$ cat config.mk
export PLATFORM = sky130hd
export DESIGN_NAME = systolic_mm_sequencer
export DESIGN_NICKNAME = d
export VERILOG_FILES = /design/src/rtl/systolic_mm_sequencer.sv
export SDC_FILE = /design/constraint.sdc
export NUM_CORES = 2
export LEC_CHECK = 0
export BUFFER_PORTS_ARGS = -buffer_cell sky130_fd_sc_hd__buf_4
export CORE_AREA = 2 2 341 343
export CTS_CLUSTER_DIAMETER = 150
export DETAILED_ROUTE_END_ITERATION = 12
export DIE_AREA = 0 0 343 345
export GPL_TIMING_DRIVEN = 0
export PLACE_DENSITY = 0.74
export SLEW_MARGIN = 20
export SYNTH_ARGS = -nofsm -noshare
export SYNTH_HDL_FRONTEND = slang
export SYNTH_SLANG_ARGS = --single-unit
$ cat constraint.sdc
create_clock -name clk -period 2.5 [get_ports clk]
set_input_delay 0.25 -clock clk [delete_from_list [all_inputs] [get_ports clk]]
set_output_delay 0.25 -clock clk [all_outputs]
set_load 0.01 [all_outputs]
$ cat src/rtl/systolic_mm_sequencer.sv
// Sequencer for a 3x3 systolic matrix multiplier computing C = A x B.
// It holds the host-written operands, drives the array feeds and latches the results for readback.
module systolic_mm_sequencer #(
    parameter int DW      = 32,
    parameter int MAC_LAT = 1
) (
    input  logic              clk,
    input  logic              rst,
    input  logic              wr_en,
    input  logic              wr_sel,
    input  logic [3:0]        wr_addr,
    input  logic [DW-1:0]     wr_data,
    output logic              wr_reject,
    input  logic              start,
    output logic              busy,
    output logic              done,
    input  logic [3:0]        rd_addr,
    output logic [2*DW-1:0]   rd_data,
    output logic              arr_clr,
    output logic [DW-1:0]     arr_a1,
    output logic [DW-1:0]     arr_a2,
    output logic [DW-1:0]     arr_a3,
    output logic [DW-1:0]     arr_b1,
    output logic [DW-1:0]     arr_b2,
    output logic [DW-1:0]     arr_b3,
    input  logic [2*DW-1:0]   arr_c1,
    input  logic [2*DW-1:0]   arr_c2,
    input  logic [2*DW-1:0]   arr_c3,
    input  logic [2*DW-1:0]   arr_c4,
    input  logic [2*DW-1:0]   arr_c5,
    input  logic [2*DW-1:0]   arr_c6,
    input  logic [2*DW-1:0]   arr_c7,
    input  logic [2*DW-1:0]   arr_c8,
    input  logic [2*DW-1:0]   arr_c9
);

    localparam logic [2:0] S_IDLE    = 3'd0;
    localparam logic [2:0] S_CLEAR   = 3'd1;
    localparam logic [2:0] S_FEED    = 3'd2;
    localparam logic [2:0] S_DRAIN   = 3'd3;
    localparam logic [2:0] S_CAPTURE = 3'd4;
    localparam logic [2:0] S_DONE    = 3'd5;

    // Drain lasts 3 + MAC_LAT cycles so the last skewed product reaches every accumulator.
    localparam logic [2:0] DRAIN_LAST = 3'(2 + MAC_LAT);

    logic [2:0]      state;
    logic [2:0]      cnt;
    logic [DW-1:0]   a_mem [0:2][0:2];
    logic [DW-1:0]   b_mem [0:2][0:2];
    logic [2*DW-1:0] res   [0:8];
    logic [1:0]      wr_row;
    logic [1:0]      wr_col;
    logic [1:0]      k;
    logic            wr_ok;

    assign wr_row  = wr_addr[3:2];
    assign wr_col  = wr_addr[1:0];
    assign wr_ok   = (state == S_IDLE) && (wr_row != 2'd3) && (wr_col != 2'd3);
    assign k       = cnt[1:0];

    assign busy    = (state != S_IDLE);
    assign done    = (state == S_DONE);
    assign arr_clr = (state == S_CLEAR);

    always_ff @(posedge clk or negedge rst) begin
        if (!rst) begin
            state <= S_IDLE;
            cnt   <= 3'd0;
        end else begin
            case (state)
                S_IDLE: begin
                    if (start) begin
                        state <= S_CLEAR;
                    end
                end
                S_CLEAR: begin
                    state <= S_FEED;
                    cnt   <= 3'd0;
                end
                S_FEED: begin
                    if (cnt == 3'd2) begin
                        state <= S_DRAIN;
                        cnt   <= 3'd0;
                    end else begin
                        cnt <= cnt + 3'd1;
                    end
                end
                S_DRAIN: begin
                    if (cnt == DRAIN_LAST) begin
                        state <= S_CAPTURE;
                    end else begin
                        cnt <= cnt + 3'd1;
                    end
                end
                S_CAPTURE: state <= S_DONE;
                S_DONE:    state <= S_IDLE;
                default:   state <= S_IDLE;
            endcase
        end
    end

    always_ff @(posedge clk or negedge rst) begin
        if (!rst) begin
            for (int r = 0; r < 3; r++) begin
                for (int c = 0; c < 3; c++) begin
                    a_mem[r][c] <= '0;
                    b_mem[r][c] <= '0;
                end
            end
            wr_reject <= 1'b0;
        end else begin
            wr_reject <= wr_en && !wr_ok;
            if (wr_en && wr_ok) begin
                if (wr_sel) begin
                    b_mem[wr_row][wr_col] <= wr_data;
                end else begin
                    a_mem[wr_row][wr_col] <= wr_data;
                end
            end
        end
    end

    // The bank only changes in CAPTURE, so reads during a run see the previous results.
    always_ff @(posedge clk or negedge rst) begin
        if (!rst) begin
            for (int i = 0; i < 9; i++) begin
                res[i] <= '0;
            end
            rd_data <= '0;
        end else begin
            if (state == S_CAPTURE) begin
                res[0] <= arr_c1;
                res[1] <= arr_c2;
                res[2] <= arr_c3;
                res[3] <= arr_c4;
                res[4] <= arr_c5;
                res[5] <= arr_c6;
                res[6] <= arr_c7;
                res[7] <= arr_c8;
                res[8] <= arr_c9;
            end
            rd_data <= (rd_addr <= 4'd8) ? res[rd_addr] : '0;
        end
    end

    always_comb begin
        arr_a1 = '0;
        arr_a2 = '0;
        arr_a3 = '0;
        arr_b1 = '0;
        arr_b2 = '0;
        arr_b3 = '0;
        if (state == S_FEED) begin
            arr_a1 = a_mem[0][k];
            arr_a2 = a_mem[1][k];
            arr_a3 = a_mem[2][k];
            arr_b1 = b_mem[k][0];
            arr_b2 = b_mem[k][1];
            arr_b3 = b_mem[k][2];
        end
    end

endmodule

* After elaboration in Yosys (flattened, before gate mapping)
Cells that the tools add are included.
Word-level totals: word-level logic and storage cells 106, bits in writable memories 0, input bits 621, memories kept 0, output and inout bits 260, flip-flop bits (word level) 1223, bits in latches 0, ROM bits 0
Operators by class: divide/modulo/power cells 0, bitwise logic cells 5, shift-type cells 0, $mul 0, reductions and logical operators 14, equality and inequality tests 13, add/sub/neg operators 1, magnitude comparators 7, muxes and demuxes 35
Operators with widths (count):
- $bwmux W288 | 2
- $mux W32 | 13
- $mux W96 | 3
- $bmux W64 S4 | 1
- $bmux W32 S2 | 3
- $bmux W96 S2 | 1
- $demux W96 S2 | 1
- $mux W64 | 3
- $demux W32 S2 | 1
- $mux W3 | 5
- $pmux W3 S5 | 1
- $eq A3 B2 Y1 const B | 4
- $ne A2 B2 Y1 const B | 6
- $ge A3 B3 Y1 const B | 3
- $not A2 Y3 | 3
- $pmux W3 S3 | 1
- $eq A3 B3 Y1 const B | 2
- $logic_and A1 B1 Y1 | 6
- $lt A3 B1 Y1 const B | 2
- $reduce_and A2 Y1 | 3
- $reduce_bool A3 Y1 | 2
- $ge A5 B5 Y1 const B | 1
- $not A4 Y5 | 1
- $le A4 B4 Y1 const B | 1
- 6 further kinds | 6

* Depth between registers and ports, before layout
depth in word-level cells 8, mapped depth 8, mapped depth without buffers 5

* Worst setup path after synthesis
Ideal clock, no wire load.
kind flip-flop to flip-flop, from register state[1], to register a_mem[256] in the netlist's numbering, clock period less this slack 2091 ps, library setup time 128 ps, setup slack 409 ps, data arrival time 1963 ps, data required time 2372 ps, stages on the path, launching flop included 7, path buffers 3, path through dfrtp_1 > clkbuf_1 > a2111oi_4 > buf_2 > nand3_1 > buf_2 > mux2_1
Between the ends: word-level cells in the longest chain between the ends 5
RTL lines:
- start: declaration | line 47 | logic [2:0] state;
- start signal: assignment | line 68 | state <= S_IDLE;
- start signal: assignment | line 74 | state <= S_CLEAR;
- start signal: assignment | line 78 | state <= S_FEED;
- $logic_not A3 Y1 | line 59 | assign wr_ok = (state == S_IDLE) && (wr_row != 2'd3) && (wr_col != 2'd3);
- $logic_and A1 B1 Y1 (2 in a row) | line 59
- $logic_and A1 B1 Y1 | line 114 | if (wr_en && wr_ok) begin
- $reduce_and A2 Y1 (no source line)
- end signal: indexed assignment | line 118 | a_mem[wr_row][wr_col] <= wr_data;
- end: declaration | line 49 | logic [DW-1:0] a_mem [0:2][0:2];
Every way passes these cells. A chain may end at the register's enable or synchronous reset.

* Worst setup path in the final report
from register cnt[1], to output port arr_b2[24]
Between the ends: word-level cells in the longest chain between the ends 5
RTL lines:
- start: declaration | line 48 | logic [2:0] cnt;
- start signal: assignment | line 86 | cnt <= cnt + 3'd1;
- start signal: assignment | line 93 | cnt <= cnt + 3'd1;
- $not A2 Y3 (implied by the code) | line 159 | arr_b2 = b_mem[k][1];
- $bmux W96 S2 | line 159
- $mux W96 (2 in a row)
- $mux W32 | line 154 | if (state == S_FEED) begin
- end: declaration | line 24 | output logic [DW-1:0] arr_b2,
Every way passes these cells. The select of a mux whose other input is x is not followed.

==> metrics.cfg <==
[status]
outcome = finished, violations left
violations = hold timing, setup timing

[synthesis]
yosys.area.top_type = dfrtp_1
synth_ff_type = dfrtp_1
synth.distinct_cells = 33
synthArstFlopShare_pct = 100.0
avgSynthCellArea_um2 = 13.71
seq_area_frac_synth_pct = 56.45
synth_most_common_cell = mux2_2
synth_nets = 4579
netlist_instances = 3955
synth_top_area_share_pct = 56.45
synthTopCellsByArea = dfrtp_1 (56%), mux2_2 (30%), nand2_1 (3.1%)
synth_edf_count = 0
ys_seq_elements = 1223
synth_common_cells = mux2_2 (1,444), dfrtp_1 (1,223), nand2_1 (450)
synth_area_um2 = 54220
ys_warn_count = 0

[clock_tree]
clock_latency_ns = 0.77
cts_sinks = 1223
clock_path_buffers = 3
clock_tree.htree_level_count = 4
cts_inserted_buffers = 134
cts_tree = done
cts_hold_buf = 618
clk_pin_slew_worst_paths_ns = 0.06
cts_root_buf = clkbuf_16

[global_routing]
grt_pass1_wl_um = 314700
grt_pass1_vias = 45570
grtUsageTotal_pct = 36.71
antenna_found_initial = 81
grt_max_degree = 152
grt-ovfl-total = 0

[die]
start_util_pct = 47.10
rows = 125
fp.dieW_um = 343
dieHeight_um = 345
pin_count = 881
die_area_um2 = 118300
coreArea_um2 = 115100

[setup_path]
arrival_ns = 2.46
startpoint_type = register
worstSetupEndpointType = output port
rr_endpoint = a_mem[188]$_DFFE_PN0P_
critPathKind = register to output port
cp-startpoint = cnt[1]$_DFFE_PN0P_
r2r_start = state[1]$_DFFE_PN0P_
critPathMaxFanout = 10
rrSetupSlack_ns = 0.06
r2r_cells = 7
critPathRequiredTime_ns = 2.25

[layout]
area_delta_synth_final_pct = 42.04
fill_cells = 7556
regArea_um2 = 30610
design_area_um2 = 77010
final_nets = 6242
final_util_pct = 66.90
drive_above_1_share_pct = 53.70
multi_input_area_um2 = 23910

[timing]
rsz0062_at_grt = true
fin_crit_ns = 2.709
setup_ws_ns = -0.2087
setup_violations = 191
hold_viol = 308
clock_skew_ns = 0.03802
slew_headroom_pct = 22.50
whs_ns = -0.2651
period_share_pct = 108.3
maxSlewViolCount = 0
fmax_mhz = 369.2
max_slew.worst_pin.slew_ns = 1.163

[placement]
gp_congestion = 0.9463
placed_area_um2 = 63040
portBuffers = 879
dp_hpwl_um = 146800

[drt]
drt-initial-drc-count = 3946
wl_um = 223600
avgViaCountPerCell = 5.926
wire_per_inst_um = 30.61
detail-route-antenna-nets = 0
drc = 0
via_count = 43280
firstDrtPassIters = 7

[power_and_ir_drop]
seqPwrFrac_pct = 40.3
p_int_w = 0.04953
clkPwrFrac_pct = 27.8
power_switching_w = 0.02427
power.leakage_nw = 35.00
powerDensity_nw_per_um2 = 958.3
ir_drop_mv = 0.8998
pwr-share-comb_pct = 31.9
p_sw_share_pct = 32.88

[run]
maxCapViolCount = 0

[min_path]
hp-class = input port to async pin

power groups by stage:
| stage | clock network [W] | registers [W] | logic [W] |
|---|---|---|---|
| after floorplan | 0 | 0.0281 | 0.0112 |
| after global placement | 0 | 0.0290 | 0.0173 |
| after detailed placement | 0 | 0.0293 | 0.0178 |
| after CTS | 0.0204 | 0.0290 | 0.0216 |
| after global routing | 0.0213 | 0.0300 | 0.0244 |
| final | 0.0205 | 0.0297 | 0.0235 |
area by class of cell:
type                    count  share of cell area (%)
well taps                1524                   2.476
diodes                     65                  0.2112
repair buffers           1535                   17.73
clock inverters            42                  0.6141
clock buffers             191                   5.222
multi-input cells        2425                   31.05
flip-flops and latches   1223                   39.74
plain buffers             296                   2.937
inverters                   3                 0.01462
critical path: stages, from the launching register on:
cell and delay, ns:
dfrtp_2 0.49, nor2b_4 0.19, clkbuf_8 0.23, clkbuf_8 0.24, nand2_1 0.14, a21oi_4 0.25, buf_6 0.13
cells by family after synthesis:
family                   Yosys count  synth area share (%)
adder cells (fa/ha/maj)            3               0.06924
buffers and inverters            307                 2.354
multiplexers                    1537                 33.25
flip-flops                      1223                 56.45
AO/OA/AOI/OAI                    329                 3.554
AND/OR/NAND/NOR                  556                 4.329
worst max-delay path by stage:
stage | to | slack (ns) | cells after the start
floorplan | a_mem[256]$_DFFE_PN0P_ | 0.41 | 6
global placement | res[412]$_DFFE_PN0P_ | -13.82 | 1
detailed placement | res[308]$_DFFE_PN0P_ | -1.53 | 7
CTS | arr_b1[11] | -0.20 | 6
global route | arr_a3[18] | -0.25 | 6
finish | arr_b2[24] | -0.21 | 6
through the flow:
stage,worst slack [ns],setup TNS [ns],std cells,hold WS [ns],power [W]
final,-0.2087,-20.82,7304,-0.2651,0.07380
after global routing,-0.2478,-27.44,7293,-0.1953,0.07581
after CTS,-0.2034,-29.74,7229,-0.2367,0.07093
after detailed placement,-1.526,-839.60,6369,0.1722,0.04704
after global placement,-13.82,-,6358,0.4535,0.04630
after floorplan,0.4089,0,3955,-0.04559,0.03927
sequential cells by signal, summed over array words and instances, names as in the netlist:
name,flops
a_mem,288
state,3
res,576
wr_reject,1
b_mem,288
rd_data,64
cnt,3
routing by layer:
metal	global-route usage, %	vias up	part of all wire, %
met3	11.21	887	9.9
met2	55.81	2704	45
li1	-	17450	-
met5	0	-	0.098
met4	22.59	32	7.1
met1	45.83	22210	38
what timing repair did:
item,in CTS,in global routing
setup endpoints to repair,1222,1152
pin swaps,5,14
buffers inserted,6,12
endpoints found under the hold margin,1213,302
gates resized for setup,499,255
cloned,8,1
cell usage in the layout (no fill, tap or decap), drive strengths merged, types with 8 or more instances in the layout:
| cell type | netlist | layout |
|---|---|---|
| mux2 | 1472 | 1472 |
| dfrtp | 1223 | 1223 |
| buf | 111 | 1059 |
| dlygate4sd3 | 0 | 613 |
| nand2 | 450 | 450 |
| clkbuf | 193 | 350 |
| a21oi | 193 | 193 |
| nor2b | 68 | 68 |
| o22ai | 66 | 66 |
| diode | 0 | 65 |
| mux4 | 64 | 64 |
| o31ai | 64 | 64 |
| clkinv | 1 | 30 |
| nand3 | 18 | 18 |
| inv | 2 | 8 |
(Power assumes the default switching activity.)
